File: src/rtl/rca_operand_feeder_if.sv
// Bundle between the operand feeder, its producer/consumer and the external adder.
// Optional out_ovf is present only when RCA_FEEDER_OVF_EN is defined.
interface rca_operand_feeder_if #(
  parameter int WIDTH = 8,
  parameter int DEPTH = 4
);
  localparam int CW = $clog2(DEPTH + 1);

  logic             in_valid;
  logic             in_ready;
  logic [WIDTH-1:0] in_a;
  logic [WIDTH-1:0] in_b;
  logic             in_cin;
  logic [WIDTH-1:0] add_a;
  logic [WIDTH-1:0] add_b;
  logic             add_cin;
  logic [WIDTH-1:0] add_sum;
  logic             add_cout;
  logic             out_valid;
  logic             out_ready;
  logic [WIDTH-1:0] out_sum;
  logic             out_cout;
  logic [CW-1:0]    fifo_count;
`ifdef RCA_FEEDER_OVF_EN
  logic             out_ovf;

  modport slave (
    input  in_valid, in_a, in_b, in_cin, add_sum, add_cout, out_ready,
    output in_ready, add_a, add_b, add_cin, out_valid, out_sum, out_cout, fifo_count, out_ovf
  );
  modport master (
    output in_valid, in_a, in_b, in_cin, add_sum, add_cout, out_ready,
    input  in_ready, add_a, add_b, add_cin, out_valid, out_sum, out_cout, fifo_count, out_ovf
  );
`else
  modport slave (
    input  in_valid, in_a, in_b, in_cin, add_sum, add_cout, out_ready,
    output in_ready, add_a, add_b, add_cin, out_valid, out_sum, out_cout, fifo_count
  );
  modport master (
    output in_valid, in_a, in_b, in_cin, add_sum, add_cout, out_ready,
    input  in_ready, add_a, add_b, add_cin, out_valid, out_sum, out_cout, fifo_count
  );
`endif
endinterface

File: src/rtl/rca_operand_feeder.sv
// Operand FIFO in front of an external ripple-carry adder, with a registered valid/ready result.
// Define RCA_FEEDER_OVF_EN to add the registered signed-overflow flag out_ovf.
module rca_operand_feeder #(
  parameter int WIDTH = 8,
  parameter int DEPTH = 4
) (
  input  logic                clk,
  input  logic                rst_n,
  rca_operand_feeder_if.slave bus
);
  localparam int AW = (DEPTH > 1) ? $clog2(DEPTH) : 1;
  localparam int CW = $clog2(DEPTH + 1);

  typedef struct packed {
    logic [WIDTH-1:0] a;
    logic [WIDTH-1:0] b;
    logic             cin;
  } op_t;

  op_t              mem_q [DEPTH];
  op_t              head;
  logic [AW-1:0]    wr_ptr_q, wr_ptr_d, rd_ptr_q, rd_ptr_d;
  logic [CW-1:0]    cnt_q, cnt_d;
  logic             out_valid_q, out_valid_d;
  logic [WIDTH-1:0] sum_q, sum_d;
  logic             cout_q, cout_d;
  logic             empty, push, pop;

  assign empty        = (cnt_q == '0);
  // Ready depends only on the registered count; a same-cycle pop never frees a slot early.
  assign bus.in_ready = (cnt_q != CW'(DEPTH));
  assign push         = bus.in_valid & bus.in_ready;
  assign pop          = !empty & (!out_valid_q | bus.out_ready);

  assign head        = empty ? '0 : mem_q[rd_ptr_q];
  assign bus.add_a   = head.a;
  assign bus.add_b   = head.b;
  assign bus.add_cin = head.cin;

  always_comb begin
    wr_ptr_d    = wr_ptr_q;
    rd_ptr_d    = rd_ptr_q;
    cnt_d       = cnt_q;
    out_valid_d = out_valid_q;
    sum_d       = sum_q;
    cout_d      = cout_q;
    if (push) wr_ptr_d = wr_ptr_q + AW'(1);
    if (pop)  rd_ptr_d = rd_ptr_q + AW'(1);
    case ({push, pop})
      2'b10:   cnt_d = cnt_q + CW'(1);
      2'b01:   cnt_d = cnt_q - CW'(1);
      default: cnt_d = cnt_q;
    endcase
    if (pop) begin
      out_valid_d = 1'b1;
      sum_d       = bus.add_sum;
      cout_d      = bus.add_cout;
    end else if (bus.out_ready) begin
      out_valid_d = 1'b0;
    end
  end

  // Payload storage needs no reset: occupancy alone decides what is valid.
  always_ff @(posedge clk) begin
    if (push) mem_q[wr_ptr_q] <= '{a: bus.in_a, b: bus.in_b, cin: bus.in_cin};
  end

  always_ff @(posedge clk or negedge rst_n) begin
    if (!rst_n) begin
      wr_ptr_q    <= '0;
      rd_ptr_q    <= '0;
      cnt_q       <= '0;
      out_valid_q <= 1'b0;
      sum_q       <= '0;
      cout_q      <= 1'b0;
    end else begin
      wr_ptr_q    <= wr_ptr_d;
      rd_ptr_q    <= rd_ptr_d;
      cnt_q       <= cnt_d;
      out_valid_q <= out_valid_d;
      sum_q       <= sum_d;
      cout_q      <= cout_d;
    end
  end

  assign bus.out_valid  = out_valid_q;
  assign bus.out_sum    = sum_q;
  assign bus.out_cout   = cout_q;
  assign bus.fifo_count = cnt_q;

`ifdef RCA_FEEDER_OVF_EN
  logic ovf_q, ovf_d;

  // Same-sign operands whose sum flips sign overflowed in two's complement.
  always_comb begin
    ovf_d = ovf_q;
    if (pop) ovf_d = (head.a[WIDTH-1] == head.b[WIDTH-1]) & (bus.add_sum[WIDTH-1] != head.a[WIDTH-1]);
  end

  always_ff @(posedge clk or negedge rst_n) begin
    if (!rst_n) ovf_q <= 1'b0;
    else        ovf_q <= ovf_d;
  end

  assign bus.out_ovf = ovf_q;
`endif
endmodule

File: src/flat_wrapper.sv
// flat-port wrapper written by rule: the top's interface ports become plain ports
module rca_operand_feeder_flat 
#(
  parameter int WIDTH = 8,
  parameter int DEPTH = 4
)
  (clk, rst_n, bus_in_valid, bus_in_a, bus_in_b, bus_in_cin, bus_add_sum, bus_add_cout, bus_out_ready, bus_in_ready, bus_add_a, bus_add_b, bus_add_cin, bus_out_valid, bus_out_sum, bus_out_cout, bus_fifo_count);
  rca_operand_feeder_if #(.WIDTH(WIDTH), .DEPTH(DEPTH)) bus_i ();
  input  logic clk;
  input  logic rst_n;
  input wire logic [$bits(bus_i.in_valid)-1:0] bus_in_valid;
  input wire logic [$bits(bus_i.in_a)-1:0] bus_in_a;
  input wire logic [$bits(bus_i.in_b)-1:0] bus_in_b;
  input wire logic [$bits(bus_i.in_cin)-1:0] bus_in_cin;
  input wire logic [$bits(bus_i.add_sum)-1:0] bus_add_sum;
  input wire logic [$bits(bus_i.add_cout)-1:0] bus_add_cout;
  input wire logic [$bits(bus_i.out_ready)-1:0] bus_out_ready;
  output wire logic [$bits(bus_i.in_ready)-1:0] bus_in_ready;
  output wire logic [$bits(bus_i.add_a)-1:0] bus_add_a;
  output wire logic [$bits(bus_i.add_b)-1:0] bus_add_b;
  output wire logic [$bits(bus_i.add_cin)-1:0] bus_add_cin;
  output wire logic [$bits(bus_i.out_valid)-1:0] bus_out_valid;
  output wire logic [$bits(bus_i.out_sum)-1:0] bus_out_sum;
  output wire logic [$bits(bus_i.out_cout)-1:0] bus_out_cout;
  output wire logic [$bits(bus_i.fifo_count)-1:0] bus_fifo_count;
  assign bus_i.in_valid = bus_in_valid;
  assign bus_i.in_a = bus_in_a;
  assign bus_i.in_b = bus_in_b;
  assign bus_i.in_cin = bus_in_cin;
  assign bus_i.add_sum = bus_add_sum;
  assign bus_i.add_cout = bus_add_cout;
  assign bus_i.out_ready = bus_out_ready;
  assign bus_in_ready = bus_i.in_ready;
  assign bus_add_a = bus_i.add_a;
  assign bus_add_b = bus_i.add_b;
  assign bus_add_cin = bus_i.add_cin;
  assign bus_out_valid = bus_i.out_valid;
  assign bus_out_sum = bus_i.out_sum;
  assign bus_out_cout = bus_i.out_cout;
  assign bus_fifo_count = bus_i.fifo_count;
  rca_operand_feeder #(.WIDTH(WIDTH), .DEPTH(DEPTH)) u_core (.clk(clk), .rst_n(rst_n), .bus(bus_i));
endmodule
File: config.mk
export PLATFORM = sky130hd
export DESIGN_NAME = rca_operand_feeder_flat
export DESIGN_NICKNAME = d
export VERILOG_FILES = /design/src/rtl/rca_operand_feeder_if.sv /design/src/rtl/rca_operand_feeder.sv /design/src/flat_wrapper.sv
export SDC_FILE = /design/constraint.sdc
export NUM_CORES = 1
export LEC_CHECK = 0
export ABC_AREA = 1
export CORE_UTILIZATION = 29
export DETAILED_ROUTE_END_ITERATION = 6
export PLACE_DENSITY = 0.6
export SLEW_MARGIN = 5
export SYNTH_ARGS = -nofsm -noshare
export SYNTH_HDL_FRONTEND = slang
export SYNTH_SLANG_ARGS = --single-unit
File: constraint.sdc
create_clock -name clk -period 2.9 [get_ports clk]
set_input_delay 0.58 -clock clk [delete_from_list [all_inputs] [get_ports clk]]
set_output_delay 0.58 -clock clk [all_outputs]
set_load 0.005 [all_outputs]
==> flow_summary.yaml, run 1 <==
timing:
  setup_ws_ns: 0.283
  max_freq_mhz: 382
  finalCritPeriodShare: 0.902
  hold_viol_final: 0
  final_max_slew_viol_count: 0
  slew_headroom: 0.502
  layout_min_cycle_time_ns: 2.62
  setup_viol: 0
  rsz0062_at_grt: "no"
  final.setup.tns_ns: 0
  skew_ns: 0.00631
  worst_slew_pin_slew_ns: 0.745
logic_synthesis:
  yosysUniqueCellTypes: 20
  synth_top_area_frac: 0.548
  synth_ff_type: "edfxtp_1"
  synthesis.instances: 365
  synth-edff-count: 68
  synth_top_area_cell: "edfxtp_1"
  synth_fp_nets: 401
  async_reset_ff_frac: 0.200
  syn_avg_cell_area_um2: 10.2
  synthTopCellsByCount: "110 x nand2_1, 79 x inv_1, 68 x edfxtp_1, 39 x nand3_1"
  seq_area_frac_synth: 0.662
  ys_ff_latch: 85
  yosysWarnings: 0
  synth_most_common_cell: "nand2_1"
  synth.area.top_cells: "edfxtp_1 55%, dfrtp_1 11%, nand2_1 11%, inv_1 8.0%, nand3_1 5.2%"
  synthesis.area_um2: 3720
final_layout:
  syn2layout_area_growth_pct: 28.2
  layout.nets: 467
  fillers: 1203
  drive_gt1_frac: 0.0688
  final_cells: 608
  n_antenna_cell: 0
clock_network:
  h-tree-depth: 3
  cts_tree: "yes"
  path_clk_slew_ns: 0.06
  cts-root-buf: "clkbuf_16"
  cts_made_buffers: 9
  postCtsSetupBuffers: 0
  clock-sinks: 85
  clk_latency_ns: 0.33
  clk_path_buf_depth: 2
detailed_routing:
  first_iter_violations: 96
  drc: 2
  drt-pass1-iter-count: 6
  vias_per_cell: 4.11
  num_vias: 2501
  drt_wl_total_mm: 7.44
  wire_per_inst_um: 12.2
  ant_nets: 0
global_route:
  overflow: 0
  grt_pass1_vias: 2439
  grt_pass1_wl_mm: 11.8
  grt_max_degree: 36
  antenna_found_initial: 0
  gr-usage-all-layers: 0.120
floorplan:
  start_util: 0.296
  rows: 41
  ioPinCount: 61
  core_um2: 12600
  dieArea_um2: 13300
  die_h_um: 115
  fp.dieW_um: 115
placement:
  dpl.cell_count: 592
  numPortBuffers: 60
  gp_congestion: 0.798
  dp_hpwl_mm: 4.72
  place_ws_ns: 0.344
critical_path:
  cp_max_fo: 17
  start_kind: "flop"
  path_class: "reg -> out"
  cp.arrival_ns: 2.04
  cp-end-kind: "output port"
  cp.required_ns: 2.32
power:
  irDropWorstVdd_uv: 464
  power_leakage_uw: 0.00210
  p_total_uw: 4760
  p_per_area_nw_per_um2: 996
outcome:
  violations: "design-rule violations"
  status: "finished with violations"
run:
  maxCapViolations: 0
hold_path:
  min-delay-path-class: "reg -> reg"
## sequential cells by signal, indices dropped and copies added (netlist names)
name / count
u_core.mem_q: 68
u_core.bus.out_cout: 1
u_core.wr_ptr_q: 2
u_core.rd_ptr_q: 2
u_core.bus.out_sum: 8
u_core.bus.out_valid: 1
u_core.bus.fifo_count: 3
## kinds of logic after synthesis
| family | Yosys count | share of synthesized area |
|---|---|---|
| AO/OA/AOI/OAI | 19 | 0.0255 |
| XOR/XNOR | 2 | 0.00470 |
| adder cells (fa/ha/maj) | 6 | 0.0222 |
| buffers and inverters | 97 | 0.112 |
| flip-flops | 85 | 0.662 |
| AND/OR/NAND/NOR | 156 | 0.173 |
## per-layer routing
| layer | track usage | wire length [um] | vias to the layer above |
|---|---|---|---|
| met5 | 0 | 0 | - |
| met4 | 0.0554 | 105 | 0 |
| met3 | 0.0295 | 343 | 8 |
| met2 | 0.207 | 3730 | 63 |
| met1 | 0.140 | 3260 | 1160 |
| li1 | - | - | 1270 |
## report_power, final
| part | internal (uW) | total, uW | leakage (uW) | switching, uW |
|---|---|---|---|---|
| sequential | 1640 | 1800 | 0.000826 | 156 |
| clock | 581 | 1030 | 0.000129 | 452 |
| combinational | 909 | 1920 | 0.00114 | 1010 |
| total | 3130 | 4760 | 0.00210 | 1620 |
## worst paths after layout
check | slack, ns | depth (start not counted) | endpoint | from
max in group asynchronous | 1.69 | 1 | u_core.rd_ptr_q[0] | rst_n
min in group asynchronous | 0.70 | 1 | u_core.bus.fifo_count[1] | rst_n
hold reg to reg | 0.50 | 2 | u_core.bus.out_sum[6] | u_core.bus.out_sum[6]
setup reg to reg | 0.90 | 10 | u_core.bus.fifo_count[2] | u_core.bus.fifo_count[1]
hold / removal | 0.50 | 2 | u_core.bus.out_sum[6] | u_core.bus.out_sum[6]
setup / recovery | 0.28 | 4 | bus_add_a[4] | u_core.rd_ptr_q[1]
## timing repair
item                                    CTS  global route
resized for setup                         0             1
hold buffers                              0             0
endpoints found under the setup margin    0            11
## cell usage in the layout (no fill, tap or decap)
| cell | n |
|---|---|
| nand2_1 | 110 |
| inv_1 | 79 |
| edfxtp_1 | 68 |
| clkdlybuf4s50_1 | 60 |
| nand3_1 | 39 |
| a21oi_1 | 17 |
| dfrtp_1 | 16 |
| clkbuf_16 | 9 |
| buf_4 | 7 |
| ha_1 | 5 |
| inv_2 | 4 |
| nor2_1 | 4 |
| clkinv_1 | 2 |
| o21ai_0 | 2 |
| xnor2_1 | 2 |
| clkinv_4 | 2 |
| clkinvlp_4 | 2 |
| inv_4 | 1 |
| nand3_2 | 1 |
| nand2_2 | 1 |
| nand4_1 | 1 |
| fa_1 | 1 |
| clkinv_2 | 1 |
| inv_6 | 1 |
| dfrtp_2 | 1 |
## worst max-delay path: stages, from the launching register on
cell and delay (ns):
dfrtp_1 0.35, clkinv_1 0.50, nand3_1 0.28, a21oi_1 0.11, clkdlybuf4s50_1 0.47
## final cells by class
class / count / area (um2) / area share
flip-flops and latches: 85 / 2470 / 0.517
well taps: 172 / 215 / 0.0451
repair buffers: 67 / 653 / 0.137
clock inverters: 7 / 50.0 / 0.0105
inverters: 85 / 322 / 0.0673
multi-input cells: 183 / 841 / 0.176
clock buffers: 9 / 225 / 0.0472
## per-stage QoR
step | hold WS [ns] | cell area, um2 | util
3_5_place_dp | 0.480 | 4500 | 0.358
5_1_grt | 0.526 | 4770 | 0.380
3_3_place_gp | 0.485 | 4500 | 0.358
4_1_cts | 0.504 | 4770 | 0.380
2_1_floorplan | 0.284 | 3720 | -
6_report | 0.500 | 4770 | 0.380
Power figures use the tool's default switching activity.
==> inputs of run 2 (changes only) <==
--- a/constraint.sdc
+++ b/constraint.sdc
@@ -3,2 +3,2 @@
 set_output_delay 0.58 -clock clk [all_outputs]
-set_load 0.005 [all_outputs]
+set_load 0.05 [all_outputs]
==> run 2 against run 1 <==
The flow now finishes without violations. Sequential power about the same. Combinational power rose by 82%. First-iteration DRC count grew 6.3%. Clock-buffer cell count unchanged. Non-clock buffer count is 1 lower. Largest cell class unchanged.
==> flow_summary.yaml, run 2 (synthesis gave the netlist of run 1 again) <==
placement:
  dp_hpwl_mm: 4.67
  gp_congestion: 0.786
  numPortBuffers: 60
  place_ws_ns: 0.326
floorplan:
  core_um2: 12600
  dieArea_um2: 13300
  ioPinCount: 61
  fp.dieW_um: 115
  die_h_um: 115
  start_util: 0.296
  rows: 41
critical_path:
  cp.arrival_ns: 2.06
  r2r-start: "u_core.bus.fifo_count[0]"
  crit_start: "u_core.rd_ptr_q[0]"
  cp.required_ns: 2.32
  cpPeakStageDelay_ns: 0.39
  cp-end-kind: "output port"
  cp_num_buf_inv: 3
  cpLargestDelayFamily: "buffers and inverters"
  worstPathCellList: "buf_4 > inv_4 > nand2_1 > nand3_1 > a21oi_1 > buf_12"
  start_kind: "flop"
  cp_max_fo: 35
  path_class: "reg -> out"
  cp_slowest_cell: "dfrtp_1"
final_layout:
  largest-register: "u_core.mem_q"
  syn2layout_area_growth_pct: 32.8
  final_common_cell: "nand2_1"
  n_antenna_cell: 0
  layout.nets: 466
  ff_latch_area_um2: 2470
  fillers: 1202
  most-common-layout-cells: "110 x nand2_1, 79 x inv_1, 68 x edfxtp_1"
  largest_register_ffs: 68
  multi_input_area_um2: 841
  drive_gt1_frac: 0.106
  postLayoutCoreUtil: 0.393
global_route:
  grt_pass1_vias: 2408
  grt_pass1_wl_mm: 11.9
  gr-usage-all-layers: 0.121
  grt_max_degree: 36
  overflow: 0
  antenna_found_initial: 0
power:
  irDropWorstVdd_uv: 601
  p_per_area_nw_per_um2: 1280
  power_leakage_uw: 0.00219
detailed_routing:
  drt_wl_total_mm: 7.43
  wire_per_inst_um: 12.2
  vias_per_cell: 4.10
  num_vias: 2490
  first_iter_violations: 102
  drc: 0
  ant_nets: 0
  drt-pass1-iter-count: 4
clock_network:
  cts-resized-gates: 0
  postCtsHoldBufs: 0
  clk_path_buf_depth: 2
  clk_latency_ns: 0.33
  postCtsSetupBuffers: 0
  cts-root-buf: "clkbuf_16"
  path_clk_slew_ns: 0.06
  clock-sinks: 85
  h-tree-depth: 3
  cts_made_buffers: 9
  cts_tree: "yes"
timing:
  setup_ws_ns: 0.260
  finalCritPeriodShare: 0.910
  rsz0062_at_grt: "no"
  max_freq_mhz: 379
  final.setup.tns_ns: 0
  whs_ns: 0.491
  hold_viol_final: 0
  layout_min_cycle_time_ns: 2.64
  worst_slew_pin_slew_ns: 0.783
  final_max_slew_viol_count: 0
  skew_ns: 0.00496
  slew_headroom: 0.476
  setup_viol: 0
hold_path:
  hold_start: "u_core.bus.out_sum[5]"
  min-delay-path-class: "reg -> reg"
outcome:
  status: "completed"
run:
  maxCapViolations: 0
[run 2: cell types whose count changed in the layout (fill, tap and decap cells not counted), sizes merged]
cell / change
buf: +16
clkdlybuf4s50: -17
clkinv: -1
clkinvlp: -1
inv: +2
[run 2: per-layer routing]
metal	global-route usage	vias up	wire length, um
li1	-	1268	-
met5	0	-	0
met1	0.140	1160	3300
met3	0.0427	9	360
met2	0.208	53	3680
met4	0.0416	0	87
[run 2: worst register-to-register path: stages, from the launching register on]
cell,delay (ns)
dfrtp_1,0.42
inv_2,0.10
nand3_1,0.16
nand2_1,0.24
ha_1,0.20
inv_1,0.07
fa_1,0.39
nand2_1,0.10
nand3_1,0.09
nand2_1,0.06
nand2_1,0.04
[run 2: metrics by stage]
stage	total power [uW]	instance area [um2]	instances
2_1_floorplan	3890	3720	365
3_3_place_gp	5280	4660	591
3_5_place_dp	5320	4660	591
4_1_cts	6400	4940	607
5_1_grt	6680	4940	607
6_report	6330	4940	607
[run 2: final cells by class]
class	instances	share of cell area
Sequential cell	85	0.499
Tap cell	172	0.0435
Multi-Input combinational cell	183	0.170
Clock inverter	7	0.0119
Clock buffer	9	0.0455
Inverter	85	0.0650
Timing Repair Buffer	66	0.165
[run 2: final timing paths]
| kind | end | slack, ns | cells after the start |
|---|---|---|---|
| worst max-delay path | bus_add_a[2] | 0.26 | 6 |
| worst min-delay path | u_core.bus.out_sum[5] | 0.49 | 2 |
| worst max register to register | u_core.bus.fifo_count[2] | 0.91 | 10 |
| worst min register to register | u_core.bus.out_sum[5] | 0.49 | 2 |
| max in group asynchronous | u_core.bus.out_sum[4] | 1.71 | 1 |
| min in group asynchronous | u_core.bus.fifo_count[2] | 0.71 | 1 |
[run 2: report_power, final]
| group | switching, uW | internal, uW | total, uW |
|---|---|---|---|
| Sequential | 127 | 1640 | 1770 |
| Clock | 474 | 593 | 1070 |
| Combinational | 2170 | 1320 | 3490 |
